==> src/rtl/alu_pkg.sv <==
// Shared constants and opcode encoding for the 8-bit datapath ALU.
package alu_pkg;

  localparam int unsigned WIDTH = 8;
  localparam int unsigned OPW   = 4;

  typedef enum logic [OPW-1:0] {
    ADD   = 4'd0,
    SUB   = 4'd1,
    AND   = 4'd2,
    OR    = 4'd3,
    RXOR  = 4'd4,
    SHL   = 4'd5,
    SHR   = 4'd6,
    EQ    = 4'd7,
    LT    = 4'd8,
    XOR   = 4'd9,
    ADC   = 4'd10,
    SBB   = 4'd11,
    NOT   = 4'd12,
    ROL   = 4'd13,
    ROR   = 4'd14,
    PASSB = 4'd15
  } op_t;

endpackage

==> src/rtl/alu_shifter.sv <==
// Logical shifts and rotates for the ALU, with the last shifted-out bit as carry.
module alu_shifter #(
  parameter int unsigned WIDTH = alu_pkg::WIDTH
) (
  input  alu_pkg::op_t     op,
  input  logic [WIDTH-1:0] a,
  input  logic [WIDTH-1:0] b,
  output logic [WIDTH-1:0] out,
  output logic             carry
);
  import alu_pkg::*;

  localparam int unsigned AW = $clog2(WIDTH);

  logic [WIDTH:0]     shl_ext;
  logic [WIDTH:0]     shr_ext;
  logic [2*WIDTH-1:0] rol_ext;
  logic [2*WIDTH-1:0] ror_ext;
  logic [AW-1:0]      rot;

  // One guard bit beyond the data catches the last bit shifted out; any
  // amount past WIDTH pushes everything (guard included) out to zero.
  assign shl_ext = {1'b0, a} << b;
  assign shr_ext = {a, 1'b0} >> b;

  assign rot     = b[AW-1:0];
  assign rol_ext = {a, a} << rot;
  assign ror_ext = {a, a} >> rot;

  always_comb begin
    out   = '0;
    carry = 1'b0;
    case (op)
      SHL: begin
        out   = shl_ext[WIDTH-1:0];
        carry = shl_ext[WIDTH];
      end
      SHR: begin
        out   = shr_ext[WIDTH:1];
        carry = shr_ext[0];
      end
      ROL:     out = rol_ext[2*WIDTH-1:WIDTH];
      ROR:     out = ror_ext[WIDTH-1:0];
      default: ;
    endcase
  end

endmodule

==> src/rtl/alu.sv <==
// 8-bit combinational ALU with registered carry/borrow flag for multi-word chains.
module alu #(
  parameter int unsigned WIDTH = alu_pkg::WIDTH,
  parameter int unsigned OPW   = alu_pkg::OPW
) (
  input  logic             Clk,
  input  logic             Reset,
  input  logic [WIDTH-1:0] InputA,
  input  logic [WIDTH-1:0] InputB,
  input  logic             SC_in,
  input  logic [OPW-1:0]   OP,
  output logic [WIDTH-1:0] Out,
  output logic             Zero,
  output logic             Parity,
  output logic             Odd,
  output logic             SC_out
);
  import alu_pkg::*;

  op_t              op;
  logic             add_cin;
  logic             sub_bin;
  logic [WIDTH:0]   sum;
  logic [WIDTH:0]   diff;
  logic [WIDTH-1:0] sh_out;
  logic             sh_carry;
  logic [WIDTH-1:0] res;
  logic             sc_d;
  logic             sc_q;

  assign op = op_t'(OP);

  // SC_in only participates in the chained forms.
  assign add_cin = (op == ADC) & SC_in;
  assign sub_bin = (op == SBB) & SC_in;

  assign sum  = {1'b0, InputA} + {1'b0, InputB} + {{WIDTH{1'b0}}, add_cin};
  // Bit WIDTH of the wrapped difference is the borrow.
  assign diff = {1'b0, InputA} - {1'b0, InputB} - {{WIDTH{1'b0}}, sub_bin};

  alu_shifter #(
    .WIDTH (WIDTH)
  ) u_shifter (
    .op    (op),
    .a     (InputA),
    .b     (InputB),
    .out   (sh_out),
    .carry (sh_carry)
  );

  always_comb begin
    res  = '0;
    sc_d = 1'b0;
    unique case (op)
      ADD, ADC: begin
        res  = sum[WIDTH-1:0];
        sc_d = sum[WIDTH];
      end
      SUB, SBB: begin
        res  = diff[WIDTH-1:0];
        sc_d = diff[WIDTH];
      end
      AND:   res = InputA & InputB;
      OR:    res = InputA | InputB;
      RXOR:  res = {{(WIDTH-1){1'b0}}, ^InputB};
      SHL, SHR, ROL, ROR: begin
        res  = sh_out;
        sc_d = sh_carry;
      end
      EQ:    res = {{(WIDTH-1){1'b0}}, InputA == InputB};
      LT:    res = {{(WIDTH-1){1'b0}}, InputA < InputB};
      XOR:   res = InputA ^ InputB;
      NOT:   res = ~InputA;
      PASSB: res = InputB;
    endcase
  end

  assign Out    = res;
  assign Zero   = (res == '0);
  assign Parity = ^res;
  assign Odd    = res[0];

  always_ff @(posedge Clk) begin
    if (Reset) begin
      sc_q <= 1'b0;
    end else begin
      sc_q <= sc_d;
    end
  end

  assign SC_out = sc_q;

endmodule

==> config.mk <==
export PLATFORM = sky130hd
export DESIGN_NAME = alu
export DESIGN_NICKNAME = d
export VERILOG_FILES = /design/src/rtl/alu_pkg.sv /design/src/rtl/alu_shifter.sv /design/src/rtl/alu.sv
export SDC_FILE = /design/constraint.sdc
export NUM_CORES = 1
export LEC_CHECK = 0
export CAP_MARGIN = 20
export CORE_MARGIN = 3
export CORE_UTILIZATION = 38
export DETAILED_ROUTE_END_ITERATION = 8
export SYNTH_ARGS = -nofsm -noshare
export SYNTH_HDL_FRONTEND = slang
export SYNTH_SLANG_ARGS = --single-unit
export TNS_END_PERCENT = 100
==> constraint.sdc <==
create_clock -name Clk -period 7.2 [get_ports Clk]
set_clock_uncertainty 0.05 [all_clocks]
set_input_delay 1.8 -clock Clk [delete_from_list [all_inputs] [get_ports Clk]]
set_output_delay 1.8 -clock Clk [all_outputs]
set_load 0.005 [all_outputs]
==> results.py <==
metrics = {
    "floorplanning": {
        "fp-row-count": 32,
        "core_area_sq_um": 7810,
        "die_x_um": 96.3,
        "die_y_um": 96.3,
        "dieArea_sq_um": 9280,
        "num_io_pins": 35,
        "start_util_pct": 39.7,
    },
    "route": {
        "drt_first_pass_iters": 5,
        "wl_per_cell_um": 21.3,
        "dr.first_iter.drc_count": 445,
        "vias": 3608,
        "viasPerCell": 6.17,
        "remaining_drc_errors": 0,
        "wl_met2_um": 5430,
        "met3WireLength_um": 975,
        "highest_layer": "met4",
        "routed_wl_um": 12500,
        "ant_nets": 0,
        "m1WireLength_um": 5630,
    },
    "power": {
        "peakVddDrop_uv": 47.8,
        "power_mw": 0.338,
        "p_per_area_nw_per_um2": 85.6,
        "p_leak_nw": 1.73,
    },
    "timing": {
        "relSlewSlack_pct": 49.0,
        "tightest_slew_ns": 0.757,
        "grt_setup_unrepaired": "no",
        "hold_viol_final": 0,
        "min_period_over_period_pct": 96.5,
        "slew_viol_final": 0,
        "setup_ws_ns": 0.254,
        "min_period_ns": 6.95,
        "clock.fmax_mhz": 144,
        "setup_violations": 0,
        "fin_tns_setup_ns": 0,
    },
    "worst_hold_path": {
        "whs_path_depth": 2,
        "hold_class": "primary input to flop",
        "hp-start": "Reset",
        "min_to": "SC_out",
    },
    "synth": {
        "synth_cell_types": 72,
        "avgSynthCellArea_sq_um": 7.49,
        "yosys_warnings": 0,
        "async_reset_ff_share_pct": 0,
        "ys_ff_latch": 1,
        "synth_top_family_by_area": "compound AO/OA/AOI/OAI gates",
        "synthAdderAreaFrac_pct": 19.5,
        "synth_compound_area_share_pct": 30.8,
        "synth_edf_count": 0,
        "synthFlopType": "dfxtp_1",
        "ys_seq_area_share_pct": 0.646,
        "synth_simple_gate_area_share_pct": 22.9,
        "syn-num-nets": 483,
        "synthCells": 414,
        "syn-cell-area_sq_um": 3100,
        "synth_xor_area_share_pct": 5.09,
        "synth.area.mux_share_pct": 12.7,
    },
    "setup_path": {
        "crit_arrival_ns": 5.10,
        "start_kind": "primary input",
        "crit_required_ns": 5.35,
        "critPathMaxFanout": 3,
        "critPathKind": "primary input to primary output",
        "cp-end-kind": "primary output",
    },
    "clocking": {
        "clkTransAtPathRegs_ns": 0,
        "hold_buffers": 0,
    },
    "cells_and_area": {
        "nets": 554,
        "diodes": 0,
        "largest_reg_flops": 1,
        "fill_cells": 801,
        "areaGrowthSynthToFinish_pct": 27.5,
        "layout-drive-gt1-share_pct": 19.7,
    },
    "grt": {
        "grt_usage_pct": 27.4,
        "grt_pass1_wl_um": 19400,
        "antenna_found_initial": 0,
        "grt_max_degree": 28,
        "grt_pass1_vias": 3381,
        "gr-total-overflow": 0,
    },
    "place": {
        "place.gp.congestion": 1.03,
        "post-place-ws_ns": -0.557,
        "detailed_place_hpwl_um": 10200,
        "io_buffers": 34,
    },
    "flow_run": {
        "maxCapViolations": 0,
    },
    "run_status": {
        "status": "finished, final reports clean",
    },
}
kinds of logic (layout without fill, tap and decap cells):
kind of cell,count (synthesis),in the layout
flops,1,1
mux,23,23
buf+inv,58,127
xor+xnor,18,18
simple gates,134,134
compound gates,134,134
fa+ha+maj,46,46
power breakdown:
part           internal, mW  leakage, nW  switching [mW]
Combinational         0.163         1.73           0.170
Sequential          0.00595      0.00813       0.0000736
Clock                     0            0               0
placed cells by master, fill, tap and decap left out, types with 6 or more instances in the layout:
cell type,netlist,layout
a21oi_1,25,25
and2_1,7,7
and3_1,7,7
buf_4,3,63
clkdlybuf4s50_1,0,27
ha_1,42,41
inv_1,27,27
mux2i_1,6,6
mux4_2,7,7
nand2_1,30,30
nand3_1,6,6
nor2_1,32,32
nor2b_1,10,8
nor3_1,8,8
o21a_1,6,6
o21ai_0,23,22
or3_1,6,6
xnor2_1,13,12
worst max-delay path: stages:
cell and delay, ns:
clkdlybuf4s50_1 0.48, clkinv_1 0.17, fa_1 0.57, inv_1 0.06, ha_1 0.17, o21ai_1 0.12
nand2_1 0.11, a31oi_2 0.19, buf_4 0.16, o21a_1 0.11, o211ai_1 0.13, a211oi_2 0.26
ha_2 0.34, xnor2_2 0.17, xnor2_1 0.13, buf_2 0.13
repair_timing:
| item | in CTS | in global routing |
|---|---|---|
| setup buffers | 2 | 0 |
| setup endpoints to repair | 2 | 4 |
| pin swaps | 7 | 11 |
| hold endpoints to repair | 0 | 0 |
| resized for setup | 10 | 10 |
layout make-up:
class	count	area [sq um]	share of cell area, %
inverter	29	109	2.75
timing repair buffer	98	840	21.2
sequential	1	20.0	0.506
tap	102	128	3.23
multi-input combinational	355	2860	72.3
per-layer routing:
metal | vias up | GRT usage (%)
met5 | - | 0
met4 | 0 | 8.18
met3 | 24 | 3.60
met2 | 174 | 41.9
met1 | 1707 | 39.9
li1 | 1703 | -
cells in the mapped netlist (4+ instances only):
cell | count | area (sq um)
a211oi_1 | 6 | 45.0
a21o_1 | 5 | 37.5
a21oi_1 | 25 | 125
a22oi_1 | 4 | 30.0
a31oi_1 | 6 | 37.5
and2_1 | 7 | 43.8
and3_1 | 7 | 43.8
buf_2 | 10 | 50.1
clkbuf_1 | 13 | 48.8
fa_1 | 4 | 80.1
ha_1 | 42 | 526
inv_1 | 27 | 101
mux2_2 | 5 | 56.3
mux2i_1 | 6 | 60.1
mux4_1 | 4 | 105
mux4_2 | 7 | 158
nand2_1 | 30 | 113
nand2b_1 | 4 | 25.0
nand3_1 | 6 | 30.0
nor2_1 | 32 | 120
nor2b_1 | 10 | 62.6
nor3_1 | 8 | 40.0
o2111ai_1 | 4 | 35.0
o211ai_1 | 5 | 37.5
o21a_1 | 6 | 45.0
o21ai_0 | 23 | 115
o22ai_1 | 4 | 25.0
o31a_1 | 4 | 35.0
o31ai_1 | 4 | 30.0
o32ai_1 | 4 | 35.0
or3_1 | 6 | 37.5
xnor2_1 | 13 | 114
xor2_1 | 5 | 43.8
worst max-delay path by stage:
stage	to	slack, ns	startpoint	cells past startpoint
2_1_floorplan	Parity	0.49	OP[3]	13
3_5_place_dp	Parity	-0.56	OP[3]	17
3_3_place_gp	Parity	-0.43	OP[3]	17
6_report	Parity	0.25	InputB[0]	16
4_1_cts	Parity	-0.05	OP[3]	17
5_1_grt	Parity	0.03	InputB[0]	16
per-stage QoR:
stage / instance area (sq um) / hold slack [ns] / cells / utilization, %
6_report: 3950 / 2.30 / 585 / 50.6
2_1_floorplan: 3100 / 1.82 / 414 / -
3_3_place_gp: 3900 / 2.30 / 583 / 49.9
4_1_cts: 3940 / 2.30 / 585 / 50.4
3_5_place_dp: 3900 / 2.30 / 583 / 49.9
5_1_grt: 3950 / 2.31 / 585 / 50.6
No activity file was read; power rests on OpenSTA's default activity.
